$ cat src/rtl/sprite_animator.sv
// Sprite pixel engine: hit test and ROM addressing for a positioned, optionally
// mirrored sprite, a pipeline aligned to ROM latency, and an animation-frame sequencer.
module sprite_animator #(
  parameter int SPR_W      = 64,
  parameter int SPR_H      = 96,
  parameter int NUM_FRAMES = 6,
  parameter int HOLD       = 4,
  parameter int IDX_W      = 4,
  parameter int ADDR_W     = 16,
  parameter int COORD_W    = 10,
  parameter int TRANSP_IDX = 0,
  parameter int ROM_LAT    = 1,
  localparam int FW        = (NUM_FRAMES > 1) ? $clog2(NUM_FRAMES) : 1
) (
  input  logic               vga_clk,
  input  logic               reset,
  input  logic [COORD_W-1:0] DrawX,
  input  logic [COORD_W-1:0] DrawY,
  input  logic               blank,
  input  logic [COORD_W-1:0] pos_x,
  input  logic [COORD_W-1:0] pos_y,
  input  logic               flip,
  input  logic               frame_tick,
  input  logic               anim_start,
  input  logic               loop_mode,
  output logic [ADDR_W-1:0]  rom_address,
  input  logic [IDX_W-1:0]   rom_q,
  output logic [IDX_W-1:0]   pix_idx,
  output logic               pix_on,
  output logic [FW-1:0]      cur_frame,
  output logic               anim_done,
  output logic [1:0]         anim_state
);

  localparam int FRAME_SZ = SPR_W * SPR_H;
  localparam int HW       = (HOLD > 1) ? $clog2(HOLD) : 1;

  typedef enum logic [1:0] {
    S_IDLE = 2'd0,
    S_PLAY = 2'd1,
    S_DONE = 2'd2
  } state_t;

  state_t              state_q, state_d;
  logic [FW-1:0]       cur_frame_q, cur_frame_d;
  logic [HW-1:0]       hold_q, hold_d;
  logic                anim_done_q, anim_done_d;
  logic [ADDR_W-1:0]   rom_address_q, rom_address_d;
  logic [ROM_LAT:0]    hit_q, blank_q;
  logic [IDX_W-1:0]    pix_idx_q, pix_idx_d;
  logic                pix_on_q, pix_on_d;

  // Hit test in COORD_W+1 bits so a sprite hanging off the right/bottom edge clips instead of wrapping.
  logic [COORD_W:0]    x_lo, x_hi, y_lo, y_hi, dx, dy;
  logic [COORD_W-1:0]  col, row, ecol;
  logic                hit;

  always_comb begin
    dx   = {1'b0, DrawX};
    dy   = {1'b0, DrawY};
    x_lo = {1'b0, pos_x};
    y_lo = {1'b0, pos_y};
    x_hi = x_lo + (COORD_W+1)'(SPR_W);
    y_hi = y_lo + (COORD_W+1)'(SPR_H);
    hit  = (dx >= x_lo) && (dx < x_hi) && (dy >= y_lo) && (dy < y_hi);
    col  = DrawX - pos_x;
    row  = DrawY - pos_y;
    ecol = flip ? (COORD_W'(SPR_W - 1) - col) : col;
    rom_address_d = '0;
    if (hit) begin
      rom_address_d = ADDR_W'(cur_frame_q) * ADDR_W'(FRAME_SZ)
                    + ADDR_W'(row) * ADDR_W'(SPR_W) + ADDR_W'(ecol);
    end
    pix_on_d  = hit_q[ROM_LAT] & blank_q[ROM_LAT] & (rom_q != IDX_W'(TRANSP_IDX));
    pix_idx_d = pix_on_d ? rom_q : '0;
  end

  // anim_start overrides everything, including a coincident frame_tick.
  always_comb begin
    state_d     = state_q;
    cur_frame_d = cur_frame_q;
    hold_d      = hold_q;
    anim_done_d = 1'b0;
    if (anim_start) begin
      state_d     = S_PLAY;
      cur_frame_d = '0;
      hold_d      = '0;
    end else begin
      case (state_q)
        S_IDLE: cur_frame_d = '0;
        S_PLAY: begin
          if (frame_tick) begin
            if (hold_q == HW'(HOLD - 1)) begin
              hold_d = '0;
              if (cur_frame_q != FW'(NUM_FRAMES - 1)) begin
                cur_frame_d = cur_frame_q + 1'b1;
              end else if (loop_mode) begin
                cur_frame_d = '0;
              end else begin
                state_d     = S_DONE;
                anim_done_d = 1'b1;
              end
            end else begin
              hold_d = hold_q + 1'b1;
            end
          end
        end
        default: ;
      endcase
    end
  end

  always_ff @(posedge vga_clk) begin
    if (reset) begin
      state_q       <= S_IDLE;
      cur_frame_q   <= '0;
      hold_q        <= '0;
      anim_done_q   <= 1'b0;
      rom_address_q <= '0;
      hit_q         <= '0;
      blank_q       <= '0;
      pix_idx_q     <= '0;
      pix_on_q      <= 1'b0;
    end else begin
      state_q       <= state_d;
      cur_frame_q   <= cur_frame_d;
      hold_q        <= hold_d;
      anim_done_q   <= anim_done_d;
      rom_address_q <= rom_address_d;
      hit_q         <= {hit_q[ROM_LAT-1:0], hit};
      blank_q       <= {blank_q[ROM_LAT-1:0], blank};
      pix_idx_q     <= pix_idx_d;
      pix_on_q      <= pix_on_d;
    end
  end

  assign rom_address = rom_address_q;
  assign pix_idx     = pix_idx_q;
  assign pix_on      = pix_on_q;
  assign cur_frame   = cur_frame_q;
  assign anim_done   = anim_done_q;
  assign anim_state  = state_q;

endmodule

$ cat config.mk
export PLATFORM = sky130hd
export DESIGN_NAME = sprite_animator
export DESIGN_NICKNAME = d
export VERILOG_FILES = /design/src/rtl/sprite_animator.sv
export SDC_FILE = /design/constraint.sdc
export NUM_CORES = 1
export LEC_CHECK = 0
export ABC_AREA = 1
export CORE_MARGIN = 8
export CORE_UTILIZATION = 51
export CTS_CLUSTER_SIZE = 40
export DETAILED_ROUTE_END_ITERATION = 12
export GPL_TIMING_DRIVEN = 0
export PLACE_DENSITY = 0.88
export SETUP_SLACK_MARGIN = 0.5
export SLEW_MARGIN = 20
export SYNTH_ARGS = -nofsm -noshare
export SYNTH_HDL_FRONTEND = slang
export SYNTH_SLANG_ARGS = --single-unit
export TNS_END_PERCENT = 1
$ cat constraint.sdc
create_clock -name vga_clk -period 4.2 [get_ports vga_clk]
set_input_delay 0.63 -clock vga_clk [delete_from_list [all_inputs] [get_ports vga_clk]]
set_output_delay 0.63 -clock vga_clk [all_outputs]
set_load 0.05 [all_outputs]
# ---- Yosys cells after proc, flatten, opt, wreduce, memory -nomap -nowiden
# Index checks and enable logic that the tools add are counted.
# Widths: inputs -> output; s select.
dict set report word_totals {
  ff_bits 33
  in_bits 51
  elab_cells 72
}
dict set report op_classes {
  n_addsub 9
  multipliers 1
  order_cmp 4
  n_eq_ne 8
  mux 14
  bitwise_logic 9
  reduce_logical 17
}
# operator n
set op_table {}
lappend op_table {{$add 10x7->11 const B} 2}
lappend op_table {{$lt 10x11->1} 2}
lappend op_table {{$ge 10x10->1} 2}
lappend op_table {{$sub 10x10->10} 2}
lappend op_table {{$add 16x10->16} 1}
lappend op_table {{$add 16x16->16} 1}
lappend op_table {{$mux 3} 4}
lappend op_table {{$mux 10} 1}
lappend op_table {{$reduce_and 5->1} 2}
lappend op_table {{$sub 6x10->10 const A} 1}
lappend op_table {{$ne 2x2->1 const B} 4}
lappend op_table {{$reduce_bool 2->1} 4}
lappend op_table {{$mux 1} 7}
lappend op_table {{$not 1->1} 7}
lappend op_table {{$ne 3x3->1 const B} 2}
lappend op_table {{$pmux 3 s2} 1}
lappend op_table {{$reduce_or 2->1} 3}
lappend op_table {{$reduce_or 6->1} 1}
lappend op_table {{$mul 3x2->5 const B} 1}
lappend op_table {{$reduce_and 4->1} 1}
lappend op_table {{$reduce_bool 4->1} 1}
lappend op_table {{$add 3x1->3 const B} 1}
lappend op_table {{$logic_and 1x1->1} 3}
lappend op_table {{$add 2x1->2 const B} 1}
lappend op_table {{6 further kinds} 7}

# ---- Longest topological paths before layout
dict set report logic_depth {
  ltp_word 7
  ltp_mapped 25
}

# ---- Worst setup path after synthesis
# No wires, ideal clock.
dict set report synth_path {
  path_kind {input to register}
  from {in pos_x[2]}
  to {reg rom_address_q[12], in the netlist rom_address[12]}
  setup_ns 0.061
  t_arrival_ns 3.045
  t_required_ns 4.139
  slack_ns 1.094
  stages 18
  path_buffers 0
  cell_sequence {inv_1 ha_1 nand2_1 o21ai_1 nand2_1 nand3b_1 nand2_1 ha_1 o21ai_1 fa_1 nor2_1 nor2_1 nor2_1 nand2_1 nand2_1 xor2_1 inv_1 nor2_4}
}
dict set report synth_between {
  elab_chain_len 7
}
# item line
set synth_rtl {}
lappend synth_rtl {{from (decl)} 20} ;# input logic [COORD_W-1:0] pos_x,
lappend synth_rtl {{parallel branches: the longest is 7 deep, another holds $add 16x10->16} n/a}
lappend synth_rtl {{to (signal assigned)} 129} ;# rom_address_q <= rom_address_d;
lappend synth_rtl {{to (decl)} 48} ;# logic [ADDR_W-1:0] rom_address_q, rom_address_d;
# Parallel ways; which one is timed is not known.
# A chain may end at the register's enable or synchronous reset.

# ---- Worst setup path in the final report
dict set report layout_path {
  from {in DrawX[0]}
  to {reg rom_address_q[12], in the netlist rom_address[12]}
}
dict set report layout_between {
  elab_chain_len 6
}
# item line
set layout_rtl {}
lappend layout_rtl {{from (decl)} 17} ;# input logic [COORD_W-1:0] DrawX,
lappend layout_rtl {{parallel branches: the longest is 6 deep, another holds $add 16x10->16} n/a}
# Parallel ways; which one is timed is not known.

==> metrics.csv <==
stage,metric,value,unit
synthesis,Syn Nets,582,
pwr,VDD IR max,0.214,mV
synthesis,Cells after Synth,482,
sta,RSZ-0062 raised after global routing,no,
floorplan,die width,95.7,um
routing,via count,3093,
floorplan,Starting Density,51.9,%
finish,share of cells above drive strength 1,8.98,%
placed_design,Port Buf Inserts,76,
clock_network,H-tree depth,2,
synthesis,number of flops mapped to enable cells by yosys,0,
routing,First-pass DRT Iterations,4,
worst_hold_path,worst hold start,hit_q[0],
synthesis,top-count cell post-synth,nand2_1,
finish,Area growth syn-to-layout,32.7,%
synthesis,"area leader, netlist",dfxtp_1,
clock_network,clock buffer count from CTS,5,
floorplan,Rows,29,
setup_path,Worst R2R Start,cur_frame[0],
placed_design,Post-Place Setup Slack,0.247,ns
clock_network,"Reg clk slew, reported paths",0.06,ns
sta,Slew HR,65.4,%
global_routing,pin count of the biggest net entering global routing,11,
job,maximum capacitance violations,0,
setup_path,r2r worst-path depth,12,
routing,initial DRC count,95,
routing,Avg WL per Cell,11.2,um
floorplan,# IOs,78,
sta,"Period Utilization, post-route",83.2,%
worst_hold_path,worst min path class,flop to flop,
setup_path,CP Launch Type,input pin,
placed_design,hpwl dp,6090,um
routing,met2 wire len,3270,um
setup_path,R2R Setup Slk,1.95,ns
routing,highest metal used,met4,
setup_path,Worst setup EP type,flop,
routing,Routed Antenna Nets,0,
setup_path,WS Path Type,input pin to flop,
synthesis,Synth area leaders,"dfxtp_1 20%, ha_1 17%, nand2_1 14%",
pwr,Design Power,1.11,mW
setup_path,slowest CP cell,clkdlybuf4s50_1,
worst_hold_path,hold endpoint,hit_q[1],
global_routing,first-pass GRT wire length,11900,um
sta,Fin. Hold Viols,0,
sta,Setup TNS,0,ns
sta,Final setup viols,0,
global_routing,total gr overflow,0,
clock_network,CTS tree,yes,
floorplan,core region area,6240,um2
global_routing,Total GRT Usage,15.6,%
synthesis,Synth Cell Area,3240,um2
finish,Final Cell Area,4300,um2
outcome,outcome,"finished, final reports clean",
finish,Fill cells,561,
finish,Layout Nets,667,
finish,Antenna Cells,0,
clock_network,CTS sink cnt,33,
pwr,Cell Pwr Density,259,nW/um2
floorplan,Die H,95.7,um
setup_path,CP required,4.42,ns
worst_hold_path,Worst Hold Depth,2,
global_routing,number of global-route vias before repair,2922,
sta,final-report max-slew violation count,0,
routing,via/cell ratio,4.80,
synthesis,top cell type's share of synthesized area,20.4,%
setup_path,WP data arrival,3.72,ns
synthesis,Avg Inst Size Synth,6.73,um2
sta,Final Skew,0.00355,ns
setup_path,crit-path max cell delay,0.45,ns
setup_path,worst-path fanout max,3,
sta,worst slew pin tran,0.517,ns
synthesis,"Seq/Total Area, Yosys",20.4,%
routing,DRC viols,0,
clock_network,Hold Buf Count CTS,0,
placed_design,Placer Congestion,0.879,
synthesis,#FFs+latches synth,33,
synthesis,Post-synth top cells,"119 x nand2_1, 97 x inv_1, 54 x nor2_1",
floorplan,Die ar.,9160,um2
setup_path,CP dominant cell by count,nand2_1,
sta,post-layout min period,3.50,ns
sta,max frequency,286,MHz
placed_design,dpl cell area,4100,um2
clock_network,root buffer cell,clkbuf_8,
synthesis,Synth Warn #,0,
setup_path,worst path cell trace,clkdlybuf4s50_1 > inv_1 > ha_2 > fa_2 > inv_1 > nand2_1 > nand4_1 > nand2_1 > ha_1 > o21ai_2 > fa_1 > nor2_1 > nor2_2 > nor2_1 > nand2_1 > nand2_1 > xor2_1 > inv_1 > nor2_4,
synthesis,ys flop type,dfxtp_1,
synthesis,Post-synth ARST share,0,%
routing,Met1 Routed Length,3360,um
pwr,leakage power,2.25,nW
sta,final setup margin,0.704,ns
routing,Detail Route met3 WL,480,um
setup_path,FF-to-FF End,rom_address[15],
global_routing,initial antenna violation count,0,
clock_network,Max Buffers Root-to-Sink,2,
synthesis,distinct cell type count after synthesis,33,
routing,final wirelength,7210,um
clock_network,clk_lat worst skew,0.28,ns
worst max-delay path: cells and delay by family:
family / cells / cell delay (ns)
adder cells (fa/ha/maj): 4 / 1.31
AND/OR/NAND/NOR: 9 / 0.88
buffers and inverters: 4 / 0.66
XOR/XNOR: 1 / 0.14
AO/OA/AOI/OAI: 1 / 0.08
sequential cells by signal (all words and copies together) (netlist names):
name         flops
anim_done        1
anim_state       2
blank_q          2
cur_frame        3
hit_q            2
hold_q           2
pix_idx          4
pix_on           1
rom_address     16
layout make-up:
class / count / area (um2) / area share, %
plain buffers: 3 / 30.0 / 0.698
repair buffers: 78 / 781 / 18.2
clock buffers: 6 / 72.6 / 1.69
well taps: 77 / 96.3 / 2.24
clock inverters: 2 / 10.0 / 0.233
flip-flops and latches: 33 / 661 / 15.4
inverters: 99 / 372 / 8.64
multi-input cells: 347 / 2280 / 53.0
layer usage:
layer	global-route usage, %	up-vias
met4	4.48	0
met5	0	-
met3	2.96	8
li1	-	1653
met2	27.0	72
met1	19.1	1360
cells in the final DEF, fill, tap and decap left out, types with 4 or more instances in the layout:
master           count
ha_1                40
nand3b_1             4
a21oi_1             17
nor3_1               5
clkbuf_8             5
nor2_4              10
nand3_1             24
clkdlybuf4s50_1     74
nand2_2              7
dfxtp_1             33
xnor2_1             11
o21bai_1             4
nand2_1            116
nor2_1              52
xor2_1              18
inv_1               97
ha_4                 4
nand4_1              6
power breakdown:
part / internal [mW] / total, mW / leakage [nW] / switching (mW)
Combinational: 0.242 / 0.566 / 1.94 / 0.325
Clock: 0.115 / 0.221 / 0.0450 / 0.106
Sequential: 0.322 / 0.326 / 0.267 / 0.00403
per-stage QoR:
stage	instances	utilization (%)	hold slack, ns
after global routing	645	68.9	0.435
after detailed placement	635	65.7	0.402
after floorplan	482	-	0.388
after global placement	635	65.7	0.391
after CTS	643	67.0	0.410
final	645	68.9	0.405
worst max-delay path by stage:
stage	from	to	slack (ns)
2_1_floorplan	pos_x[2]	rom_address[12]	1.09
3_3_place_gp	pos_x[2]	rom_address[15]	0.32
3_5_place_dp	pos_x[2]	rom_address[15]	0.25
4_1_cts	pos_x[2]	rom_address[15]	0.54
5_1_grt	DrawX[0]	rom_address[14]	0.47
6_report	DrawX[0]	rom_address[12]	0.70
cells by family (layout without fill, tap and decap cells):
logic type / count (synthesis) / count (layout) / synth area share (%)
buffers and inverters: 102 / 188 / 12.4
DFF: 33 / 33 / 20.4
AOI/OAI and AO/OA: 33 / 33 / 6.25
and+or+nand+nor: 236 / 236 / 33.3
adders and majority gates: 49 / 49 / 19.8
xor gates and xnor gates: 29 / 29 / 7.83
what timing repair did:
item                       in CTS  in global routing
buffers inserted                0                  2
resized for setup               0                 22
setup endpoints to repair       0                  5
Power figures use the tool's default switching activity.
